### config.mk
export PLATFORM = sky130hd
export DESIGN_NAME = tdc_frame_tx
export DESIGN_NICKNAME = d
export VERILOG_FILES = /design/src/rtl/tdc_link_pkg.sv /design/src/rtl/tdc_frame_tx.sv
export SDC_FILE = /design/constraint.sdc
export NUM_CORES = 1
export LEC_CHECK = 0
export CORE_UTILIZATION = 48
export CTS_BUF_LIST = sky130_fd_sc_hd__clkbuf_8 sky130_fd_sc_hd__clkbuf_16
export DETAILED_ROUTE_END_ITERATION = 8
export PLACE_DENSITY_LB_ADDON = 0.2
export SYNTH_ARGS = -nofsm -noshare
export SYNTH_HDL_FRONTEND = slang
export SYNTH_SLANG_ARGS = --single-unit
### constraint.sdc
create_clock -name clk -period 4 [get_ports clk]
set_input_delay 0.4 -clock clk [delete_from_list [all_inputs] [get_ports clk]]
set_output_delay 0.4 -clock clk [all_outputs]
set_load 0.005 [all_outputs]
### src/rtl/tdc_link_pkg.sv
// Shared definitions for the TDC host link: sync byte, FSM encodings, frame
// byte positions and the host command characters.
package tdc_link_pkg;

   localparam logic [7:0] DEF_SYNC_BYTE = 8'hA5;

   localparam logic [1:0] ENC_IDLE = 2'd0;
   localparam logic [1:0] ENC_SEND = 2'd1;
   localparam logic [1:0] ENC_GAP  = 2'd2;

   typedef enum logic [1:0] {
      IDLE = ENC_IDLE,
      SEND = ENC_SEND,
      GAP  = ENC_GAP
   } tx_state_t;

   localparam int IDX_SYNC  = 0;
   localparam int IDX_CH    = 1;
   localparam int IDX_DATA0 = 2;

   // Characters decoded on the host command path
   localparam logic [7:0] CMD_START  = 8'h53;  // 'S'
   localparam logic [7:0] CMD_PAUSE  = 8'h50;  // 'P'
   localparam logic [7:0] CMD_RESUME = 8'h52;  // 'R'
   localparam logic [7:0] CMD_STATUS = 8'h3F;  // '?'

endpackage

### src/rtl/tdc_frame_tx.sv
// Serialises one TDC measurement into a SYNC/CH/DATA[/checksum] byte frame
// for uart_tx. Define TX_CHECKSUM_EN to append the XOR checksum byte.
//
// state | meaning
// IDLE  | waiting for an unpaused measurement
// SEND  | waiting for uart_tx idle, then loading frame[byte_idx]
// GAP   | one cycle for uart_tx busy to assert; advance or finish frame
module tdc_frame_tx
   import tdc_link_pkg::*;
#(
   parameter int          CH_W      = 3,
   parameter int          DATA_W    = 24,
   parameter logic [7:0]  SYNC_BYTE = DEF_SYNC_BYTE
) (
   input  logic              clk,
   input  logic              rst,
   input  logic              meas_valid,
   input  logic [CH_W-1:0]   meas_ch,
   input  logic [DATA_W-1:0] meas_data,
   input  logic              pause,
   input  logic              tx_busy,
   output logic [7:0]        tx_data,
   output logic              new_tx_data,
   output logic              busy,
   output logic [15:0]       frames_sent,
   output logic [7:0]        drop_cnt
);

   localparam int NB = DATA_W / 8;
`ifdef TX_CHECKSUM_EN
   localparam int LAST_I = NB + 2;
`else
   localparam int LAST_I = NB + 1;
`endif
   localparam int IDX_W = $clog2(LAST_I + 1);
   localparam logic [IDX_W-1:0] LAST = IDX_W'(LAST_I);

   tx_state_t         state, state_nxt;
   logic [IDX_W-1:0]  byte_idx;
   logic [CH_W-1:0]   lat_ch;
   logic [DATA_W-1:0] lat_data;
   logic [7:0]        cur_byte;
`ifdef TX_CHECKSUM_EN
   logic [7:0]        csum;
`endif

   always_ff @(posedge clk or posedge rst) begin
      if (rst) state <= IDLE;
      else     state <= state_nxt;
   end

   always_comb begin
      state_nxt = state;
      case (state)
         IDLE:    if (meas_valid && !pause) state_nxt = SEND;
         SEND:    if (!tx_busy) state_nxt = GAP;
         GAP:     state_nxt = (byte_idx == LAST) ? IDLE : SEND;
         default: state_nxt = IDLE;
      endcase
   end

   always_comb begin
`ifdef TX_CHECKSUM_EN
      csum = 8'(lat_ch);
      for (int i = 0; i < NB; i++) csum = csum ^ lat_data[8*i +: 8];
      cur_byte = csum;
`else
      cur_byte = 8'h00;
`endif
      if (byte_idx == IDX_W'(IDX_SYNC))
         cur_byte = SYNC_BYTE;
      else if (byte_idx == IDX_W'(IDX_CH))
         cur_byte = 8'(lat_ch);
      else
         for (int i = 0; i < NB; i++)
            if (byte_idx == IDX_W'(IDX_DATA0 + i))
               cur_byte = lat_data[DATA_W-1-8*i -: 8];
   end

   always_ff @(posedge clk or posedge rst) begin
      if (rst) begin
         tx_data     <= 8'h00;
         new_tx_data <= 1'b0;
         busy        <= 1'b0;
         frames_sent <= 16'h0000;
         drop_cnt    <= 8'h00;
         byte_idx    <= '0;
         lat_ch      <= '0;
         lat_data    <= '0;
      end else begin
         new_tx_data <= 1'b0;
         case (state)
            IDLE: begin
               if (meas_valid && !pause) begin
                  lat_ch   <= meas_ch;
                  lat_data <= meas_data;
                  byte_idx <= '0;
                  busy     <= 1'b1;
               end
            end
            SEND: begin
               if (!tx_busy) begin
                  new_tx_data <= 1'b1;
                  tx_data     <= cur_byte;
               end
            end
            GAP: begin
               if (byte_idx == LAST) begin
                  frames_sent <= frames_sent + 16'd1;
                  busy        <= 1'b0;
               end else begin
                  byte_idx <= byte_idx + 1'b1;
               end
            end
            default: ;
         endcase
         // busy covers SEND and GAP, including the final GAP cycle
         if (meas_valid && busy && drop_cnt != 8'hFF)
            drop_cnt <= drop_cnt + 8'd1;
      end
   end

endmodule
==> out/results.tsv <==
metric	value	unit
status	complete, no violations	
finalCriticalPeriod	2050	ps
ys.flop_type	dfrtp_1	
slew_violations	0	
area_growth_syn_to_layout	31.2	%
synthMuxAreaShare	11.4	%
grt_pass1_wl	9890	µm
synth_top_area_share	55.7	%
cts_root_buffer	clkbuf_8	
worstSetupPathType	reg2reg	
tightest_slew	859	ps
netlist_area	2960	µm²
synth_cell_types	38	
endpoint_kind	flip-flop	
syn_inst	247	
grt_pass1_vias	2105	
critPathLaunchType	flip-flop	
fin_crit_sh	51.3	%
htreeDepth	3	
grt.total_usage	20.4	%
antenna_found_initial	0	
rr_worst_depth	6	
critPathCapture	tx_data[2]	
fp.dieArea	6490	µm²
rsz0062_at_grt	no	
critical_path_arrival	2320	ps
max_cap_viol_count	0	
synth-compound-area-share	9.16	%
wl_met2	2790	µm
skew	6.22	ps
clockBufferDepth	2	
insertion_delay	340	ps
drtIter0Drc	134	
grt_overflow	0	
initial_core_util	49.8	%
rows	28	
startpoint	byte_idx[2]	
routed_via_density	5.38	
synthSimpleGateAreaFrac	13.4	%
postCtsSetupRepairBufs	0	
synth_nets	286	
wl_met3	216	µm
core	5960	µm²
synth_edf_count	0	
p_total	0.00237	W
r2r_slack	1950	ps
setup_violations	0	
clkSlewWorstSetupHoldPaths	70	ps
hold_class	reg2reg	
nets	355	
syn_avg_cell_area	12.0	µm²
vias	2131	
cts.sinks	66	
ctsHoldBuffers	0	
cp_max_fo	10	
drtAntennaViolNets	0	
firstDrtPassIters	4	
synthTopCellsByCount	66 x dfrtp_1, 30 x mux2_2, 20 x nand2_1	
tritoncts	done	
hpwl	4240	µm
synthAdderAreaFrac	2.95	%
gp_congestion	0.758	
cts_resized	0	
drive_above_1_share	16.5	%
wl	5960	µm
ir_drop	0.344	mV
async_reset_ff_share	100	%
num_io_pins	66	
die_height	80.6	µm
slew_headroom	42.6	%
drt-met1-wl	2810	µm
yosysMostFrequentCell	dfrtp_1	
cts_buffers	9	
powerDensity	610	nW/µm²
port_buffers	65	
ys_ff_latch	66	
wire_per_inst	15.0	µm
synth_area_leader_cell	dfrtp_1	
grt_max_degree	43	
ys_seq_area_share	55.7	%
n_antenna_cell	0	
drc	0	
finalSetupTns	0	ps
fp.dieW	80.6	µm
yosysWarnings	0	
synth_top_family_by_area	simple AND/OR/NAND/NOR gates	
timing.rr.end	tx_data[2]	
fmax	487	MHz
top_layer	met4	
hold_viol_final	0	
cp.required	4260	ps
cellLeakagePower	1.65	nW
synth_xor_area_share	5.02	%
synth.area.top_cells	dfrtp_1 56%, mux2_2 11%, xnor2_1 4.7%	
worstReg2RegStart	byte_idx[2]	
-- worst max-delay path, stage by stage, from the launching register on --
cell and delay, ps:
dfrtp_1 520, inv_1 140, ha_1 350, nor3b_2 440, a221o_1 250, o211ai_1 100
a31oi_1 170
-- layout make-up --
cell class	instances	area [µm²]
tap	75	93.8
clock buffer	11	151
inverter	8	30.0
multi-input combinational	164	1250
sequential	66	1650
timing repair buffer	67	666
clock inverter	5	46.3
fill	478	2070
-- cells by family (layout without fill, tap and decap cells) --
group / count (synthesis) / count (layout)
simple gates: 69 / 69
mux: 30 / 30
fa+ha+maj: 7 / 7
xor+xnor: 17 / 17
flops: 66 / 66
buf+inv: 17 / 91
compound gates: 41 / 41
-- layer usage --
layer	up-vias	GRT usage, %
met2	43	30.2
met4	0	11.8
met1	1060	27.9
met5	-	0
met3	12	3.98
li1	1016	-
-- worst min path at each step --
stage | start | end | slack [ps] | cells after the start
after floorplan | frames_sent[15] | frames_sent[15] | 470 | 1
after CTS | frames_sent[15] | frames_sent[15] | 480 | 1
final | frames_sent[15] | frames_sent[15] | 470 | 1
after detailed placement | frames_sent[15] | frames_sent[15] | 470 | 1
after global routing | frames_sent[15] | frames_sent[15] | 510 | 1
after global placement | frames_sent[15] | frames_sent[15] | 460 | 1
-- cells in the final DEF (no fill, tap or decap), types with 6 or more instances in the layout --
cell,Yosys,final
nor2_1,8,8
clkbuf_8,0,11
nand2_1,20,20
clkdlybuf4s50_1,0,65
mux2_2,30,30
ha_1,7,7
nand3_1,15,15
nand4_1,6,6
inv_1,8,10
xnor2_1,16,16
o21ai_0,12,12
dfrtp_1,66,66
-- where the power goes --
part           total (W)  switching (W)  internal (W)
clock           0.000552       0.000238      0.000314
sequential       0.00111       0.000200      0.000906
combinational   0.000715       0.000285      0.000430
-- flip-flops by register name, indices dropped and copies added, names as in the netlist --
register	cells
new_tx_data	1
tx_data	8
lat_ch	3
state	2
byte_idx	3
busy	1
frames_sent	16
lat_data	24
drop_cnt	8
-- metrics by stage --
stage,setup WS (ps),hold slack (ps),utilization (%),area [µm²],std cells
after detailed placement,1910,469,62.0,3690,380
after floorplan,1950,468,-,2960,247
after global routing,1740,514,65.3,3890,396
final,1950,469,65.3,3890,396
after global placement,1930,460,62.0,3690,380
after CTS,1950,478,65.3,3890,396
Power figures use the tool's default switching activity.
